**config.mk**
```make
export PLATFORM = sky130hd
export DESIGN_NAME = ps2_transmitter_flat
export DESIGN_NICKNAME = d
export VERILOG_FILES = /design/src/rtl/ps2_transmitter_if.sv /design/src/rtl/ps2_transmitter.sv /design/src/flat_wrapper.sv
export SDC_FILE = /design/constraint.sdc
export NUM_CORES = 1
export LEC_CHECK = 0
export BUFFER_PORTS_ARGS = -buffer_cell sky130_fd_sc_hd__buf_4
export CORE_MARGIN = 4
export CORE_UTILIZATION = 65
export DETAILED_ROUTE_END_ITERATION = 8
export PLACE_DENSITY = 0.84
export SETUP_SLACK_MARGIN = 0.05
export SLEW_MARGIN = 20
export SYNTH_ARGS = -nofsm -noshare
export SYNTH_HDL_FRONTEND = slang
export SYNTH_SLANG_ARGS = --single-unit
```
**constraint.sdc**
```tcl
create_clock -name clk -period 4.1 [get_ports clk]
set_input_delay 0.615 -clock clk [delete_from_list [all_inputs] [get_ports clk]]
set_output_delay 0.615 -clock clk [all_outputs]
set_load 0.02 [all_outputs]
```
**src/rtl/ps2_transmitter_if.sv**
```systemverilog
// Command/status handshake and open-drain pin view shared by the host logic and ps2_transmitter.
interface ps2_transmitter_if;
    logic       start;
    logic [7:0] tx_data;
    logic       ps2_clk_in;
    logic       ps2_data_in;
    logic       ps2_clk_oe;
    logic       ps2_data_oe;
    logic       busy;
    logic       done;
    logic       error;

    modport master (
        output start, tx_data, ps2_clk_in, ps2_data_in,
        input  ps2_clk_oe, ps2_data_oe, busy, done, error
    );

    modport slave (
        input  start, tx_data, ps2_clk_in, ps2_data_in,
        output ps2_clk_oe, ps2_data_oe, busy, done, error
    );
endinterface

```
**src/rtl/ps2_transmitter.sv**
```systemverilog
// Host-to-device PS/2 byte sender: inhibit, request-to-send, 11 device-clocked bits, ACK check.
// Pins are only pulled low through active-high output enables; the top level arbitrates them.
module ps2_transmitter #(
    parameter int unsigned INHIBIT_CYCLES = 1600,
    parameter int unsigned TIMEOUT_CYCLES = 240000,
    parameter int unsigned FILTER_LEN     = 5
) (
    input  logic             clk,
    input  logic             rst_n,
    ps2_transmitter_if.slave bus
);
    localparam int unsigned INH_W   = $clog2(INHIBIT_CYCLES + 1);
    localparam int unsigned TO_W    = $clog2(TIMEOUT_CYCLES + 1);
    localparam int unsigned FLT_W   = $clog2(FILTER_LEN + 1);
    localparam int unsigned BIT_W   = 4;
    localparam int unsigned SHIFT_W = 10;

    typedef enum logic [2:0] {
        S_IDLE, S_INHIBIT, S_RTS, S_SEND, S_ACK, S_WAIT_IDLE
    } state_t;

    state_t             r_state, w_state_nxt;
    logic               r_clk_s1, r_clk_s2, r_dat_s1, r_dat_s2;
    logic               r_clk_f, r_clk_f_d, r_fe;
    logic [FLT_W-1:0]   r_flt_cnt;
    logic [INH_W-1:0]   r_inh_cnt, w_inh_cnt_nxt;
    logic [TO_W-1:0]    r_tout_cnt, w_tout_cnt_nxt;
    logic [BIT_W-1:0]   r_bitcnt, w_bitcnt_nxt, w_bitcnt_inc;
    logic [SHIFT_W-1:0] r_shift, w_shift_nxt;
    logic               r_clk_oe, w_clk_oe_nxt;
    logic               r_data_oe, w_data_oe_nxt;
    logic               r_busy, w_busy_nxt;
    logic               r_done, w_done_nxt;
    logic               r_error, w_error_nxt;
    logic               w_in_frame, w_timeout;

    // Pin synchronisers plus a persistence filter on ps2_clk; lines idle high.
    always_ff @(posedge clk or negedge rst_n) begin
        if (!rst_n) begin
            r_clk_s1  <= 1'b1;
            r_clk_s2  <= 1'b1;
            r_dat_s1  <= 1'b1;
            r_dat_s2  <= 1'b1;
            r_clk_f   <= 1'b1;
            r_clk_f_d <= 1'b1;
            r_fe      <= 1'b0;
            r_flt_cnt <= '0;
        end else begin
            r_clk_s1  <= bus.ps2_clk_in;
            r_clk_s2  <= r_clk_s1;
            r_dat_s1  <= bus.ps2_data_in;
            r_dat_s2  <= r_dat_s1;
            r_clk_f_d <= r_clk_f;
            r_fe      <= r_clk_f_d & ~r_clk_f;
            if (r_clk_s2 == r_clk_f) begin
                r_flt_cnt <= '0;
            end else if (r_flt_cnt == FLT_W'(FILTER_LEN - 1)) begin
                r_clk_f   <= r_clk_s2;
                r_flt_cnt <= '0;
            end else begin
                r_flt_cnt <= r_flt_cnt + FLT_W'(1);
            end
        end
    end

    // State and datapath registers.
    always_ff @(posedge clk or negedge rst_n) begin
        if (!rst_n) begin
            r_state    <= S_IDLE;
            r_inh_cnt  <= '0;
            r_tout_cnt <= '0;
            r_bitcnt   <= '0;
            r_shift    <= '0;
            r_clk_oe   <= 1'b0;
            r_data_oe  <= 1'b0;
            r_busy     <= 1'b0;
            r_done     <= 1'b0;
            r_error    <= 1'b0;
        end else begin
            r_state    <= w_state_nxt;
            r_inh_cnt  <= w_inh_cnt_nxt;
            r_tout_cnt <= w_tout_cnt_nxt;
            r_bitcnt   <= w_bitcnt_nxt;
            r_shift    <= w_shift_nxt;
            r_clk_oe   <= w_clk_oe_nxt;
            r_data_oe  <= w_data_oe_nxt;
            r_busy     <= w_busy_nxt;
            r_done     <= w_done_nxt;
            r_error    <= w_error_nxt;
        end
    end

    assign w_in_frame   = (r_state == S_RTS) || (r_state == S_SEND) ||
                          (r_state == S_ACK) || (r_state == S_WAIT_IDLE);
    assign w_timeout    = (r_tout_cnt == TO_W'(TIMEOUT_CYCLES - 1));
    assign w_bitcnt_inc = (r_bitcnt == BIT_W'(11)) ? r_bitcnt : r_bitcnt + BIT_W'(1);

    // Next-state and next-output logic.
    always_comb begin
        w_state_nxt    = r_state;
        w_inh_cnt_nxt  = r_inh_cnt;
        w_tout_cnt_nxt = r_tout_cnt;
        w_bitcnt_nxt   = r_bitcnt;
        w_shift_nxt    = r_shift;
        w_clk_oe_nxt   = r_clk_oe;
        w_data_oe_nxt  = r_data_oe;
        w_busy_nxt     = r_busy;
        w_done_nxt     = 1'b0;
        w_error_nxt    = 1'b0;

        case (r_state)
            S_IDLE: begin
                w_clk_oe_nxt  = 1'b0;
                w_data_oe_nxt = 1'b0;
                w_busy_nxt    = 1'b0;
                if (bus.start) begin
                    w_shift_nxt   = {1'b1, ~^bus.tx_data, bus.tx_data};
                    w_inh_cnt_nxt = '0;
                    w_clk_oe_nxt  = 1'b1;
                    w_busy_nxt    = 1'b1;
                    w_state_nxt   = S_INHIBIT;
                end
            end
            S_INHIBIT: begin
                if (r_inh_cnt == INH_W'(INHIBIT_CYCLES - 1)) begin
                    w_data_oe_nxt  = 1'b1;
                    w_tout_cnt_nxt = '0;
                    w_state_nxt    = S_RTS;
                end else begin
                    w_inh_cnt_nxt = r_inh_cnt + INH_W'(1);
                end
            end
            S_RTS: begin
                w_clk_oe_nxt = 1'b0;
                w_bitcnt_nxt = '0;
                w_state_nxt  = S_SEND;
            end
            S_SEND: begin
                // Start bit is already on the line; each falling edge presents the next bit.
                if (r_fe) begin
                    w_data_oe_nxt = ~r_shift[0];
                    w_shift_nxt   = {1'b0, r_shift[SHIFT_W-1:1]};
                    w_bitcnt_nxt  = w_bitcnt_inc;
                    if (r_bitcnt == BIT_W'(9)) begin
                        w_state_nxt = S_ACK;
                    end
                end
            end
            S_ACK: begin
                if (r_fe) begin
                    w_bitcnt_nxt = w_bitcnt_inc;
                    if (!r_dat_s2) begin
                        w_state_nxt = S_WAIT_IDLE;
                    end else begin
                        w_error_nxt   = 1'b1;
                        w_busy_nxt    = 1'b0;
                        w_clk_oe_nxt  = 1'b0;
                        w_data_oe_nxt = 1'b0;
                        w_state_nxt   = S_IDLE;
                    end
                end
            end
            S_WAIT_IDLE: begin
                if (r_clk_f && r_dat_s2) begin
                    w_done_nxt  = 1'b1;
                    w_busy_nxt  = 1'b0;
                    w_state_nxt = S_IDLE;
                end
            end
            default: begin
                w_state_nxt = S_IDLE;
            end
        endcase

        // One frame-wide timeout covers RTS through WAIT_IDLE and overrides everything above.
        if (w_in_frame) begin
            w_tout_cnt_nxt = r_tout_cnt + TO_W'(1);
            if (w_timeout) begin
                w_done_nxt    = 1'b0;
                w_error_nxt   = 1'b1;
                w_busy_nxt    = 1'b0;
                w_clk_oe_nxt  = 1'b0;
                w_data_oe_nxt = 1'b0;
                w_state_nxt   = S_IDLE;
            end
        end
    end

    assign bus.ps2_clk_oe  = r_clk_oe;
    assign bus.ps2_data_oe = r_data_oe;
    assign bus.busy        = r_busy;
    assign bus.done        = r_done;
    assign bus.error       = r_error;
endmodule

```
**src/flat_wrapper.sv**
```systemverilog
// flat-port wrapper written by rule: the top's interface ports become plain ports
module ps2_transmitter_flat 
#(
    parameter int unsigned INHIBIT_CYCLES = 1600,
    parameter int unsigned TIMEOUT_CYCLES = 240000,
    parameter int unsigned FILTER_LEN     = 5
)
  (clk, rst_n, bus_start, bus_tx_data, bus_ps2_clk_in, bus_ps2_data_in, bus_ps2_clk_oe, bus_ps2_data_oe, bus_busy, bus_done, bus_error);
  ps2_transmitter_if bus_i ();
  input  logic clk;
  input  logic rst_n;
  input wire logic [$bits(bus_i.start)-1:0] bus_start;
  input wire logic [$bits(bus_i.tx_data)-1:0] bus_tx_data;
  input wire logic [$bits(bus_i.ps2_clk_in)-1:0] bus_ps2_clk_in;
  input wire logic [$bits(bus_i.ps2_data_in)-1:0] bus_ps2_data_in;
  output wire logic [$bits(bus_i.ps2_clk_oe)-1:0] bus_ps2_clk_oe;
  output wire logic [$bits(bus_i.ps2_data_oe)-1:0] bus_ps2_data_oe;
  output wire logic [$bits(bus_i.busy)-1:0] bus_busy;
  output wire logic [$bits(bus_i.done)-1:0] bus_done;
  output wire logic [$bits(bus_i.error)-1:0] bus_error;
  assign bus_i.start = bus_start;
  assign bus_i.tx_data = bus_tx_data;
  assign bus_i.ps2_clk_in = bus_ps2_clk_in;
  assign bus_i.ps2_data_in = bus_ps2_data_in;
  assign bus_ps2_clk_oe = bus_i.ps2_clk_oe;
  assign bus_ps2_data_oe = bus_i.ps2_data_oe;
  assign bus_busy = bus_i.busy;
  assign bus_done = bus_i.done;
  assign bus_error = bus_i.error;
  ps2_transmitter #(.INHIBIT_CYCLES(INHIBIT_CYCLES), .TIMEOUT_CYCLES(TIMEOUT_CYCLES), .FILTER_LEN(FILTER_LEN)) u_core (.clk(clk), .rst_n(rst_n), .bus(bus_i));
endmodule
```
==> out/metrics.yaml <==
start_util_pct: 66.9
status: "completed"
yosysTopAreaCell: "dfrtp_1"
async_reset_ff_share_pct: 100
cellLeakagePower_uw: 0.00154
avgSynthCellArea_um2: 9.20
reg2reg_to: "u_core.r_tout_cnt[15]$_DFFE_PN0P_"
route.detailed.drc: 0
grt_pass1_vias: 2392
clk_latency_ns: 0.34
holdBufCountCts: 0
cap_violations: 0
synth.area.top_cells: "dfrtp_1, nand2_1, dfstp_2"
die_area_um2: 6000
min_period_over_period_pct: 51.4
die_x_um: 77.5
cts_root_buffer: "clkbuf_8"
slew_violations: 0
finalNetCount: 374
powerDensity_nw_per_um2: 469
crit_arrival_ns: 2.33
gp_congestion: 0.882
drive_gt1_share_pct: 13.9
synthCells: 341
synth-adder-area-share_pct: 2.39
grt_antenna_before_repair: 0
slowest_delay_ns: 0.65
gr-total-overflow: 0
layout_commonest_cell: "dfrtp_1"
synth_top_family_by_area: "simple AND/OR/NAND/NOR gates"
core-area_um2: 4690
wl_um: 6200
cts_setup_buffers: 0
r2r_slack_ns: 1.99
cpMaxStageDelayCell: "dfrtp_1"
gr-usage-all-layers_pct: 22.6
clkPwrFrac_pct: 39.7
clock_sinks: 61
switching_share_pct: 26.4
synth-edff-count: 0
hold_violations: 0
routed_via_density: 6.09
synth_top_area_share_pct: 43.9
cp_cell_sequence: "or3b_4 -> nor3_4 -> nand2_2 -> o211ai_1 -> o31ai_1"
crit_type: "flop to flop"
dr.pass1.iters: 4
clock_path_buffers: 2
cp-start-kind: "flop"
final_cell_mix: "dfrtp_1, nand2_1, nor2_1, nand3_1, o21ai_0"
antennaDiodeCount: 0
worst_r2r_path_depth: 5
holdCritPathClass: "primary input to asynchronous set/reset pin"
routedWlPerCell_um: 15.0
drt_iter0_drc: 194
ios: 18
finClkSkew_ns: 0.00583
cts_made_buffers: 9
synth_compound_area_share_pct: 14.4
htree_num_levels: 3
crit_end: "u_core.r_tout_cnt[15]$_DFFE_PN0P_"
synth_sequential_area_ratio_pct: 48.9
p_int_uw: 1210
synth.cell_area_um2: 3140
syn_to_final_growth_pct: 11.9
ys_types: 47
rsz0062_at_grt: "no"
ant_nets: 0
max_slew_margin_pct: 49.5
fmax_ghz: 0.474
synth_ff_type: "dfrtp_1"
cts_resized: 0
pwr-share-seq_pct: 47.4
ir_drop_uv: 326
vias: 2521
cts_tree: "done"
grt_max_degree: 62
synth_simple_gate_area_share_pct: 24.1
path_max_fanout: 18
dp_hpwl_um: 4300
rows: 25
pre_cts_slack_ns: 2.01
ys_seq_elements: 61
power.switching_uw: 434
syn_nets: 360
tns_ns: 0
fillCellCount: 321
whs_ns: 0.339
portBuffers: 17
tightest_slew_ns: 0.758
synth_xor_area_share_pct: 3.91
power_frac_comb_pct: 12.9
setup-violations-final: 0
synth_mux_area_share_pct: 2.95
fin_crit_ns: 2.11
r2r_start: "u_core.r_state[0]$_DFF_PN0_"
cts.clk_slew.worst_paths_ns: 0.07
crit_start: "u_core.r_state[0]$_DFF_PN0_"
dieHeight_um: 77.5
required_ns: 4.32
ys_warn_count: 0
postLayoutSetupSlackWorst_ns: 1.99
cp-end-kind: "flop"
grt_pass1_wl_um: 10700
sequential cells by signal, indices dropped and copies added (netlist names), 3 cells and up:
name and count:
u_core.r_inh_cnt 11, u_core.r_bitcnt 4, u_core.r_tout_cnt 18, u_core.r_shift 10, u_core.r_flt_cnt 3, u_core.r_state 3
metal layers:
metal,up-vias,share of wire [%],track usage (%),routed length [um]
li1,1236,-,-,-
met1,1202,45,30.1,2800
met2,70,48,35.3,2960
met3,13,4.8,4.06,295
met4,0,2.2,12.3,136
met5,-,0,0,0
per-stage QoR:
step	total power [uW]	instance area [um2]	instances	util (%)
2_1_floorplan	927	3140	341	-
3_3_place_gp	982	3260	398	69.5
3_5_place_dp	1000	3260	398	69.5
4_1_cts	1660	3510	414	74.8
5_1_grt	1730	3510	414	74.8
6_report	1650	3510	414	74.8
cell usage after synthesis, types with 2 or more instances:
library cell,count
nor2b_1,7
o211ai_1,2
and2_1,4
buf_4,2
nand2_1,49
nand4_1,7
dfstp_2,6
a31oi_1,10
xor2_1,4
buf_2,2
nor2_1,32
inv_1,10
a211oi_1,4
xnor2_1,10
nor3_1,3
a21oi_1,18
mux2i_1,7
o31ai_1,4
and3_1,5
mux2_2,2
and4_1,5
clkbuf_1,9
dfrtp_1,55
nand3_1,30
ha_1,6
o21ai_0,25
a21oi_2,3
worst min-delay path by stage:
stage | start | to | slack (ns) | depth (start not counted)
after floorplan | rst_n | u_core.bus.busy$_DFF_PN0_ | 0.32 | 0
after global placement | u_core.r_dat_s1$_DFF_PN1_ | u_core.r_dat_s2$_DFF_PN1_ | 0.35 | 0
after detailed placement | u_core.r_dat_s1$_DFF_PN1_ | u_core.r_dat_s2$_DFF_PN1_ | 0.35 | 0
after CTS | rst_n | u_core.r_tout_cnt[17]$_DFFE_PN0P_ | 0.36 | 1
after global routing | u_core.r_clk_s1$_DFF_PN1_ | u_core.r_clk_s2$_DFF_PN1_ | 0.36 | 0
final | rst_n | u_core.r_tout_cnt[15]$_DFFE_PN0P_ | 0.34 | 1
worst max-delay path: cells and delay by family, from the launching register on:
kind / cells / cell delay, ns
flops: 1 / 0.65
simple gates: 3 / 1.07
compound gates: 2 / 0.26
layout make-up:
| type | instances | area [um2] | share of cell area [%] |
|---|---|---|---|
| flip-flops and latches | 61 | 1530 | 43.7 |
| clock inverters | 6 | 110 | 3.14 |
| multi-input cells | 256 | 1500 | 42.6 |
| clock buffers | 10 | 138 | 3.92 |
| well taps | 54 | 67.6 | 1.92 |
| inverters | 10 | 37.5 | 1.07 |
| repair buffers | 17 | 128 | 3.64 |
power groups by stage:
stage	Clock (uW)	Combinational, uW	Sequential [uW]
floorplan	0	166	761
global placement	0	197	785
detailed placement	0	212	789
CTS	664	216	779
global route	691	242	798
finish	654	213	781
cell families (layout without fill, tap and decap cells):
kind of cell               after synthesis  after routing
xor gates and xnor gates                14             14
muxes                                    9              9
and+or+nand+nor                        153            153
adders and majority gates                6              6
AOI/OAI and AO/OA                       74             74
buffers and inverters                   24             43
DFF                                     61             61
Note: power is estimated with default switching activity, not from simulation.
